File: src/rtl/store_sequencer.sv
// store_sequencer: handshaked word/half/byte store controller with read-modify-write for sub-word sizes
module store_sequencer #(
    parameter int MEM_LAT = 1,
    parameter int CNT_W   = 4
) (
    input  logic        clk,
    input  logic        reset_n,
    input  logic        start,
    input  logic [1:0]  store_type,
    input  logic [31:0] addr,
    input  logic [31:0] B_out,
    input  logic [31:0] mem_rdata,
    output logic [31:0] mem_addr,
    output logic        mem_rd,
    output logic        mem_wr,
    output logic [31:0] mem_wdata,
    output logic        busy,
    output logic        done,
    output logic        err
);
    typedef enum logic [1:0] {IDLE, READ, WRITE, DONE} state_t;

    state_t           r_state;
    state_t           w_next;
    logic [CNT_W-1:0] r_cnt;
    logic [31:0]      r_addr;
    logic [31:0]      r_data;
    logic [1:0]       r_type;
    logic             r_err;
    logic             w_accept;
    logic             w_last;

    assign w_accept = (r_state == IDLE) && start;
    assign w_last   = (r_state == READ) && (r_cnt == CNT_W'(MEM_LAT - 1));

    // state register plus captured request; sub-word merge lands in r_data on the last read edge
    always_ff @(posedge clk or negedge reset_n) begin
        if (!reset_n) begin
            r_state <= IDLE;
            r_cnt   <= '0;
            r_addr  <= '0;
            r_data  <= '0;
            r_type  <= '0;
            r_err   <= 1'b0;
        end else begin
            r_state <= w_next;
            if (w_accept) begin
                r_addr <= addr;
                r_data <= B_out;
                r_type <= store_type;
                r_err  <= (store_type == 2'b00);
                r_cnt  <= '0;
            end else if (r_state == READ) begin
                r_cnt <= r_cnt + 1'b1;
                if (w_last)
                    r_data <= (r_type == 2'b10) ? {mem_rdata[31:16], r_data[15:0]}
                                                : {mem_rdata[31:8], r_data[7:0]};
            end
        end
    end

    // next-state decode; word skips the read, illegal goes straight to completion
    always_comb begin
        w_next = r_state;
        case (r_state)
            IDLE:  w_next = !start                 ? IDLE  :
                            (store_type == 2'b01)  ? WRITE :
                            (store_type == 2'b00)  ? DONE  : READ;
            READ:  w_next = w_last ? WRITE : READ;
            WRITE: w_next = DONE;
            DONE:  w_next = IDLE;
            default: w_next = IDLE;
        endcase
    end

    assign mem_addr  = r_addr;
    assign mem_wdata = r_data;
    assign mem_rd    = (r_state == READ);
    assign mem_wr    = (r_state == WRITE);
    assign busy      = (r_state != IDLE);
    assign done      = (r_state == DONE);
    assign err       = (r_state == DONE) && r_err;
endmodule

File: config.mk
export PLATFORM = sky130hd
export DESIGN_NAME = store_sequencer
export DESIGN_NICKNAME = d
export VERILOG_FILES = /design/src/rtl/store_sequencer.sv
export SDC_FILE = /design/constraint.sdc
export NUM_CORES = 1
export LEC_CHECK = 0
export BUFFER_PORTS_ARGS = -buffer_cell sky130_fd_sc_hd__buf_2
export CORE_ASPECT_RATIO = 1.25
export CORE_UTILIZATION = 42
export CTS_BUF_LIST = sky130_fd_sc_hd__clkbuf_8
export DETAILED_ROUTE_END_ITERATION = 10
export PLACE_DENSITY = 0.89
export RECOVER_POWER = 50
export SLEW_MARGIN = 30
export SYNTH_ARGS = -nofsm -noshare
export SYNTH_HDL_FRONTEND = slang
export SYNTH_SLANG_ARGS = --single-unit
File: constraint.sdc
create_clock -name clk -period 2.05 [get_ports clk]
set_input_delay 0 -clock clk [delete_from_list [all_inputs] [get_ports clk]]
set_output_delay 0 -clock clk [all_outputs]
set_load 0.01 [all_outputs]
# Word-level counts from Yosys, hierarchy flattened
# Cells that the tools add are included.
[op_classes] add_sub_neg=1 n_eq_ne=6 n_mux=11 reduce_logical=11
[op_table] op="32-bit two-way mux" n=3
[op_table] op="16-bit two-way mux" n=1
[op_table] op="2-bit two-way mux" n=4
[op_table] op="4-bit two-way mux" n=2
[op_table] op="2-bit case mux with 4 select lines" n=1
[op_table] op="2-bit == test, second input constant" n=3
[op_table] op="2-bit nonzero test" n=3
[op_table] op="4-bit by 1-bit adder with 4-bit output, second input constant" n=1
[op_table] op="2-bit by 1-bit == test with 1-bit output, second input constant" n=2
[op_table] op="2-bit logical NOT" n=2
[op_table] op="4-bit logical NOT" n=1
[op_table] op="1-bit logical AND" n=3
[op_table] op="3-bit AND reduction" n=1
[op_table] op="2-bit inequality test, second input constant" n=1
[op_table] op="2-bit AND reduction" n=1
[totals] ff_bits=73 input_bits=101 output_inout_bits=69 wordCells=37

# Logic depth before layout (Yosys ltp)
# Gate-level depths: netlist of run 1.
[logic_depth] word_depth=5 depth_mapped=7 ltp_nobuf=5

# Least setup slack after synthesis of run 1
# No wires, ideal clock.
[synth_path] path_type="flip-flop to flip-flop" start="reg r_cnt[0]" end="reg r_data[21] (netlist: mem_wdata[21])" setup_ps=125 arrival_time_ps=1836 setup_slack_ps=89 path_stages_with_launch=8 path_cell_list="dfrtp_1 > inv_1 > ha_1 > or3b_1 > buf_2 > o21ai_4 > buf_6 > mux2_4"
[synth_via] elab_chain_len=4
[synth_lines] item="from (decl)" line_no="25" rtl="logic [CNT_W-1:0] r_cnt;"
[synth_lines] item="from (signal assigned)" line_no="54" rtl="r_cnt <= r_cnt + 1'b1;"
[synth_lines] item="4-bit logical NOT" line_no="34" rtl="assign w_last = (r_state == READ) && (r_cnt == CNT_W'(MEM_LAT - 1));"
[synth_lines] item="1-bit logical AND" line_no="34"
[synth_lines] item="2-bit nonzero test (no source line)"
[synth_lines] item="2-bit AND reduction (no source line)"
[synth_lines] item="to (signal assigned)" line_no="49" rtl="r_data <= B_out;"
[synth_lines] item="to (signal assigned)" line_no="56" rtl="r_data <= (r_type == 2'b10) ? {mem_rdata[31:16], r_data[15:0]}"
[synth_lines] item="to (decl)" line_no="27" rtl="logic [31:0] r_data;"
# No other way between the ends.
# A chain may end at the register's enable or synchronous reset.

# Worst setup path in the final report of run 1
[layout_path] start="reg r_cnt[0]" end="reg r_data[8] (netlist: mem_wdata[8])"
[layout_via] elab_chain_len=4
[layout_lines] item="4-bit logical NOT" line_no="34"
[layout_lines] item="1-bit logical AND" line_no="34"
[layout_lines] item="2-bit nonzero test (no source line)"
[layout_lines] item="3-bit AND reduction (no source line)"
# No other way between the ends.

==> results.md, run 1 <==
* Outcome: finished with violations
* Violated checks: max-capacitance violations, max-slew violations
* Pwr Density at 1430 nW/um^2
* Final hold vios at 0
* Initial antenna violation count at 0
* Most frequent cells in the layout: 132 x nand2_1, 127 x buf_2, 73 x dfrtp_1
* Worst-margin pin slew at 1600 ps
* Max Clk Rate at 527 MHz
* Worst Clk Skew at 13.6 ps
* GR Util met3 at 6.67%
* Vias in the first global route at 3408
* # Post-CTS Setup Buffers at 0
* Antenna diodes at 0
* Slew headroom at -6.86%
* Worst Path Max Fanout at 7
* Clk buf depth at 2
* CTS Hold Bufs at 62
* First drt pass iteration count at 4
* Worst VDD drop at about 0.77 mV
* WL final at 10100 um
* Post-layout nets at 646
* Mean Syn Cell Area at 10.4 um^2
* Non-filler cells, final at 640
* Power Total at 7.17 mW
* Core Area at 7490 um^2
* Distinct cell type count after synthesis at 34
* First-pass GRT wire length at 15800 um
* Via count at ~3200
* RSZ-0062 raised after global routing: no
* Synthesized net count at between 400 and 500
* Global Route Usage Sum at 25.4%
* Commonest non-fill, non-tap cell in the layout: nand2_1
* Post-synthesis mux area share at between 10 and 15%
* Pleak at approximately 2.6 nW
* Worst Setup End Kind: flop
* Critical path, cell by cell: inv_1, ha_1, or3b_1, buf_4, nor3_1, o211ai_1
* Adder-cell share of the synthesized area at 0.755%
* Multi-input gate area at 1360 um^2
* Worst path slowest cell: dfrtp_1
* Final Max Slew Viols at 74
* Post-Synth XOR/XNOR Area at 0.529%
* Clk_lat worst skew at 340 ps
* Reg clk slew, reported paths at around 90 ps
* CP max stage delay at 420 ps
* Met2 GRT Util at between 40 and 50%
* # port buffers at 161
* Clk root buf: clkbuf_8
* Vias/cell at 5.00
* DIE AREA at 8250 um^2
* ANT nets after route at 0
* Tmin final at 1900 ps
* Num CTS Buffers at 9
* GRT overflow at 0
* Main combinational cell family by area after synthesis: simple AND/OR/NAND/NOR gates
* Area Growth Syn to Fin at 51.4%
* GR peak layer: met2
* Fill count at 570
* Cell Area, Synth at approximately 3300 um^2
* Routability cong. at 0.736
* Largest net degree at the start of global routing at 74
* Drt wl/cell at 15.8 um
* #FFs+latches synth at 73
* Crit path arrival time at between 2000 and 2500 ps
* CP Class: reg -> reg
* Setup TNS at 0 ps
* Final HPWL DP at 6070 um
* Initial DRC count at 175
* Synth warnings at 0
* CTS tree: done
* Placed cell count at 562
* Post-route DRC at 0
* Min-Delay Path Class: in -> reg
* Simple-Gate Fraction of Synth Area at around 20%
* Chip width at 81.4 um
* Synth Area in Compound Gates at 5.10%
* Resized Gates After CTS at 0
* H-tree depth at 3
* Row count at 35
* I/O pin count at 170
* Cells after synthesis at between 300 and 400
* Final setup vio count at 0
* Share of cells above drive strength 1 at 35.0%
* CTS sink count at 73
* M1 GR Usage at 25.8%
* Die Y-Extent at 101 um
* Register area share after synthesis at 55.1%
* Max Cap Violations at 1
* Critical Path RT at 2230 ps
* Final worst-path cycle share at 92.6%
* Initial Utilization at 44.2%
* Crit start category: flop
* Reg area at 1830 um^2
state kept, by name, indices dropped and copies added, names as in the netlist:
signal / count
r_cnt: 4
r_state: 2
mem_wdata: 32
mem_addr: 32
r_err: 1
r_type: 2
cell families (layout without fill, tap and decap cells):
group / Yosys count / count (layout)
AND/OR/NAND/NOR: 162 / 162
flip-flops: 73 / 73
multiplexers: 32 / 32
AO/OA/AOI/OAI: 24 / 24
buffers and inverters: 24 / 253
adder cells (fa/ha/maj): 2 / 2
XOR/XNOR: 2 / 2
critical path: cells and delay by family (launching register included):
kind	cells	cell delay, ps
buf+inv	2	270
fa+ha+maj	1	150
flops	1	420
simple gates	2	700
compound gates	1	210
report_power, final:
part | total [mW] | switching [mW] | internal [mW]
sequential | 2.59 | 0.434 | 2.15
combinational | 3.31 | 1.79 | 1.52
clock | 1.27 | 0.549 | 0.723
total | 7.17 | 2.78 | 4.39
Yosys cell counts:
library cell	n	area, um^2
a21boi_0	1	7.51
a21oi_1	1	5.00
a31oi_1	5	31.3
and2_2	1	7.51
and2b_2	1	8.76
and3_2	1	7.51
buf_1	3	11.3
buf_2	1	5.00
buf_6	4	45.0
buf_8	1	15.0
clkbuf_1	11	41.3
dfrtp_1	73	1830
ha_1	2	25.0
inv_1	4	15.0
mux2_2	4	45.0
mux2_4	28	420
nand2_1	132	495
nand2b_1	2	12.5
nand3_1	3	15.0
nand3b_1	1	7.51
nand4_1	8	50.1
nor2_1	6	22.5
nor2b_1	1	6.26
nor3_1	1	5.00
nor3b_1	2	15.0
o211ai_1	3	22.5
o21a_1	1	7.51
o21ai_0	4	20.0
o21ai_4	1	16.3
o22ai_1	1	6.26
o31ai_1	7	52.6
or2_2	1	6.26
or3b_1	2	17.5
xor2_1	2	17.5
layout make-up:
type / instances / area share (%)
sequential: 73 / 36.4
multi-input combinational: 222 / 27.1
inverter: 4 / 0.299
clock buffer: 10 / 2.74
clock inverter: 6 / 1.80
tap: 92 / 2.29
timing repair buffer: 233 / 29.3
metrics by stage:
step / hold WS (ps) / util (%) / cell area, um^2 / setup WS (ps)
2_1_floorplan: -296 / - / 3310 / 89.1
3_3_place_gp: 171 / 56.3 / 4210 / 242
3_5_place_dp: 194 / 56.3 / 4210 / 194
4_1_cts: 1.28 / 67.6 / 5060 / 180
5_1_grt: 3.13 / 67.0 / 5020 / 89.2
6_report: 14.3 / 67.0 / 5020 / 152
routing by layer:
metal	up-vias	share of wire (%)
li1	1490	-
met1	1520	36
met2	161	54
met3	32	7.2
met4	0	3.0
met5	-	0
final timing paths:
path / start / to / slack [ps] / cells after the start
max in group asynchronous: reset_n / mem_addr[21] / 480 / 2
min: B_out[30] / mem_wdata[30] / 10 / 3
min reg2reg: mem_addr[23] / mem_addr[23] / 480 / 2
min in group asynchronous: reset_n / mem_wdata[11] / 620 / 2
max reg2reg: r_cnt[0] / mem_wdata[8] / 150 / 6
max: r_cnt[0] / mem_wdata[8] / 150 / 6
Power figures use the tool's default switching activity.
==> run 2: changes to the inputs <==
--- a/config.mk
+++ b/config.mk
@@ -7,9 +7,11 @@
 export LEC_CHECK = 0
 export BUFFER_PORTS_ARGS = -buffer_cell sky130_fd_sc_hd__buf_2
 export CORE_ASPECT_RATIO = 1.25
+export CORE_MARGIN = 1
 export CORE_UTILIZATION = 42
 export CTS_BUF_LIST = sky130_fd_sc_hd__clkbuf_8
 export DETAILED_ROUTE_END_ITERATION = 10
+export GPL_TIMING_DRIVEN = 0
 export PLACE_DENSITY = 0.89
 export RECOVER_POWER = 50
 export SLEW_MARGIN = 30
==> results.md, run 2 (same netlist as run 1, synthesis figures left out) <==
* Crit start category: flop (unchanged)
* Max Clk Rate at 502 MHz (was 527 MHz)
* Largest net degree at the start of global routing at 39 (was 74)
* Final HPWL DP at 6490 um (was 6070 um)
* DIE AREA at 8250 um^2 (unchanged)
* Global Route Usage Sum at 26.8% (was 25.4%)
* Worst Setup End Kind: flop (unchanged)
* Final setup vio count at 0 (unchanged)
* Slew headroom at 33.9% (was -6.86%)
* Worst-margin pin slew at 989 ps (was 1600 ps)
* Initial DRC count at 109 (was 175)
* Vias in the first global route at 3519 (was 3408)
* Vias/cell at 5.01 (was 5.00)
* Num CTS Buffers at 9 (unchanged)
* Critical path, cell by cell: inv_1, ha_1, or3b_1, buf_2, o21ai_4, buf_4, mux2_2 (was inv_1, ha_1, or3b_1, buf_4, nor3_1, o211ai_1)
* Placed cell count at 573 (was 562)
* Chip width at 81.4 um (unchanged)
* Post-layout nets at 657 (was 646)
* Pwr Density at 1400 nW/um^2 (was 1430 nW/um^2)
* Design Area, Final at 5010 um^2 (was 5020 um^2)
* Clk_lat worst skew at 330 ps (was 340 ps)
* Min-Delay Path Class: in -> reg (unchanged)
* Final hold vios at 0 (unchanged)
* Worst Clk Skew at 7.62 ps (was 13.6 ps)
* Antenna diodes at 0 (unchanged)
* CTS sink count at 73 (unchanged)
* Drt wl/cell at 16.0 um (was 15.8 um)
* # port buffers at 161 (unchanged)
* CP Class: reg -> reg (unchanged)
* Clk root buf: clkbuf_8 (unchanged)
* H-tree depth at 3 (unchanged)
* CTS tree: done (unchanged)
* Area Growth Syn to Fin at 51.3% (was 51.4%)
* GRT overflow at 0 (unchanged)
* Via count at 3263 (was 3203)
* WHS at 22.2 ps (was 14.3 ps)
* Row count at 35 (unchanged)
* Worst VDD drop at 0.716 mV (was 0.766 mV)
* Non-filler cells, final at 651 (was 640)
* Crit path arrival time at 2210 ps (was 2080 ps)
* Max Cap Violations at 0 (was 1)
* Post-route DRC at 0 (unchanged)
* Reg clk slew, reported paths at 80 ps (was 90 ps)
* I/O pin count at 170 (unchanged)
* First drt pass iteration count at 6 (was 4)
* Routability cong. at 0.782 (was 0.736)
* Placed Area at 4260 um^2 (was 4210 um^2)
* Most frequent cells in the layout: 132 x nand2_1, 128 x buf_2, 73 x dfrtp_1 (was 132 x nand2_1, 127 x buf_2, 73 x dfrtp_1)
* Worst Path Max Fanout at 8 (was 7)
* ANT nets after route at 0 (unchanged)
* First-pass GRT wire length at 16400 um (was 15800 um)
* Initial antenna violation count at 0 (unchanged)
* Clk buf depth at 2 (unchanged)
* Die Y-Extent at 101 um (unchanged)
* Commonest non-fill, non-tap cell in the layout: nand2_1 (unchanged)
* RSZ-0062 raised after global routing: no (unchanged)
* Core Area at 7490 um^2 (unchanged)
* Setup TNS at 0 ps (unchanged)
* Critical Path RT at 2270 ps (was 2230 ps)
* WL final at 10400 um (was 10100 um)
* Final Max Slew Viols at 0 (was 74)
* Initial Utilization at 44.2% (unchanged)
* Outcome: completed (was finished with violations)
* Tmin final at 1990 ps (was 1900 ps)
* Final core utilization at 67.0% (about the same)
* CP max stage delay at 430 ps (was 420 ps)
* Pleak at 2.64 nW (was 2.62 nW)
* Final worst-path cycle share at 97.1% (was 92.6%)
* Share of cells above drive strength 1 at 33.8% (was 35.0%)
* Worst path slowest cell: dfrtp_1 (unchanged)
-- run 2: final timing paths --
| check | from | end | slack (ps) | depth (start not counted) |
|---|---|---|---|---|
| hold reg to reg | r_err | r_err | 480 | 2 |
| setup / recovery | r_cnt[0] | mem_wdata[16] | 60 | 7 |
| hold / removal | B_out[22] | mem_wdata[22] | 20 | 3 |
| setup reg to reg | r_cnt[0] | mem_wdata[16] | 60 | 7 |
| min in group asynchronous | reset_n | mem_wdata[9] | 360 | 2 |
| max in group asynchronous | reset_n | mem_addr[21] | 290 | 3 |
-- run 2: worst max-delay path, delay by kind of cell, from the launching register on --
| family | cells | cell delay, ps |
|---|---|---|
| buffers and inverters | 3 | 450 |
| and+or+nand+nor | 1 | 330 |
| muxes | 1 | 330 |
| adders and majority gates | 1 | 150 |
| DFF | 1 | 430 |
| AOI/OAI and AO/OA | 1 | 190 |
-- run 2: through the flow --
step	total power, mW	setup slack (ps)
floorplan	4.60	89.1
global placement	5.65	-47.0
global route	7.56	0.674
detailed placement	5.82	-82.7
CTS	7.04	49.3
finish	7.02	58.4
-- run 2: repair_timing --
item,in CTS,in global routing
setup buffers,2,0
hold endpoints to repair,89,0
gates resized for setup,0,6
hold buffers,60,0
endpoints found under the setup margin,10,23
pin swaps,1,1
-- run 2: report_power, final --
group	internal [mW]	total, mW	switching, mW
registers	2.15	2.60	0.448
clock network	0.579	1.08	0.500
logic	1.54	3.34	1.80
total	4.27	7.02	2.75
-- run 2: per-layer routing --
layer / global-route usage [%] / vias to the layer above / wire [um]
met5: 0 / - / 0
met4: 10.4 / 0 / 226
met3: 7.57 / 25 / 693
met2: 48.7 / 147 / 5700
met1: 28.8 / 1571 / 3790
li1: - / 1520 / -
-- run 2: cell type report --
type	count	area [um^2]
timing repair buffer	224	1390
clock inverter	6	51.3
tap	92	115
clock buffer	10	138
multi-input combinational	222	1350
sequential	73	1830
fill	568	2470
buffer	20	129
inverter	4	15.0
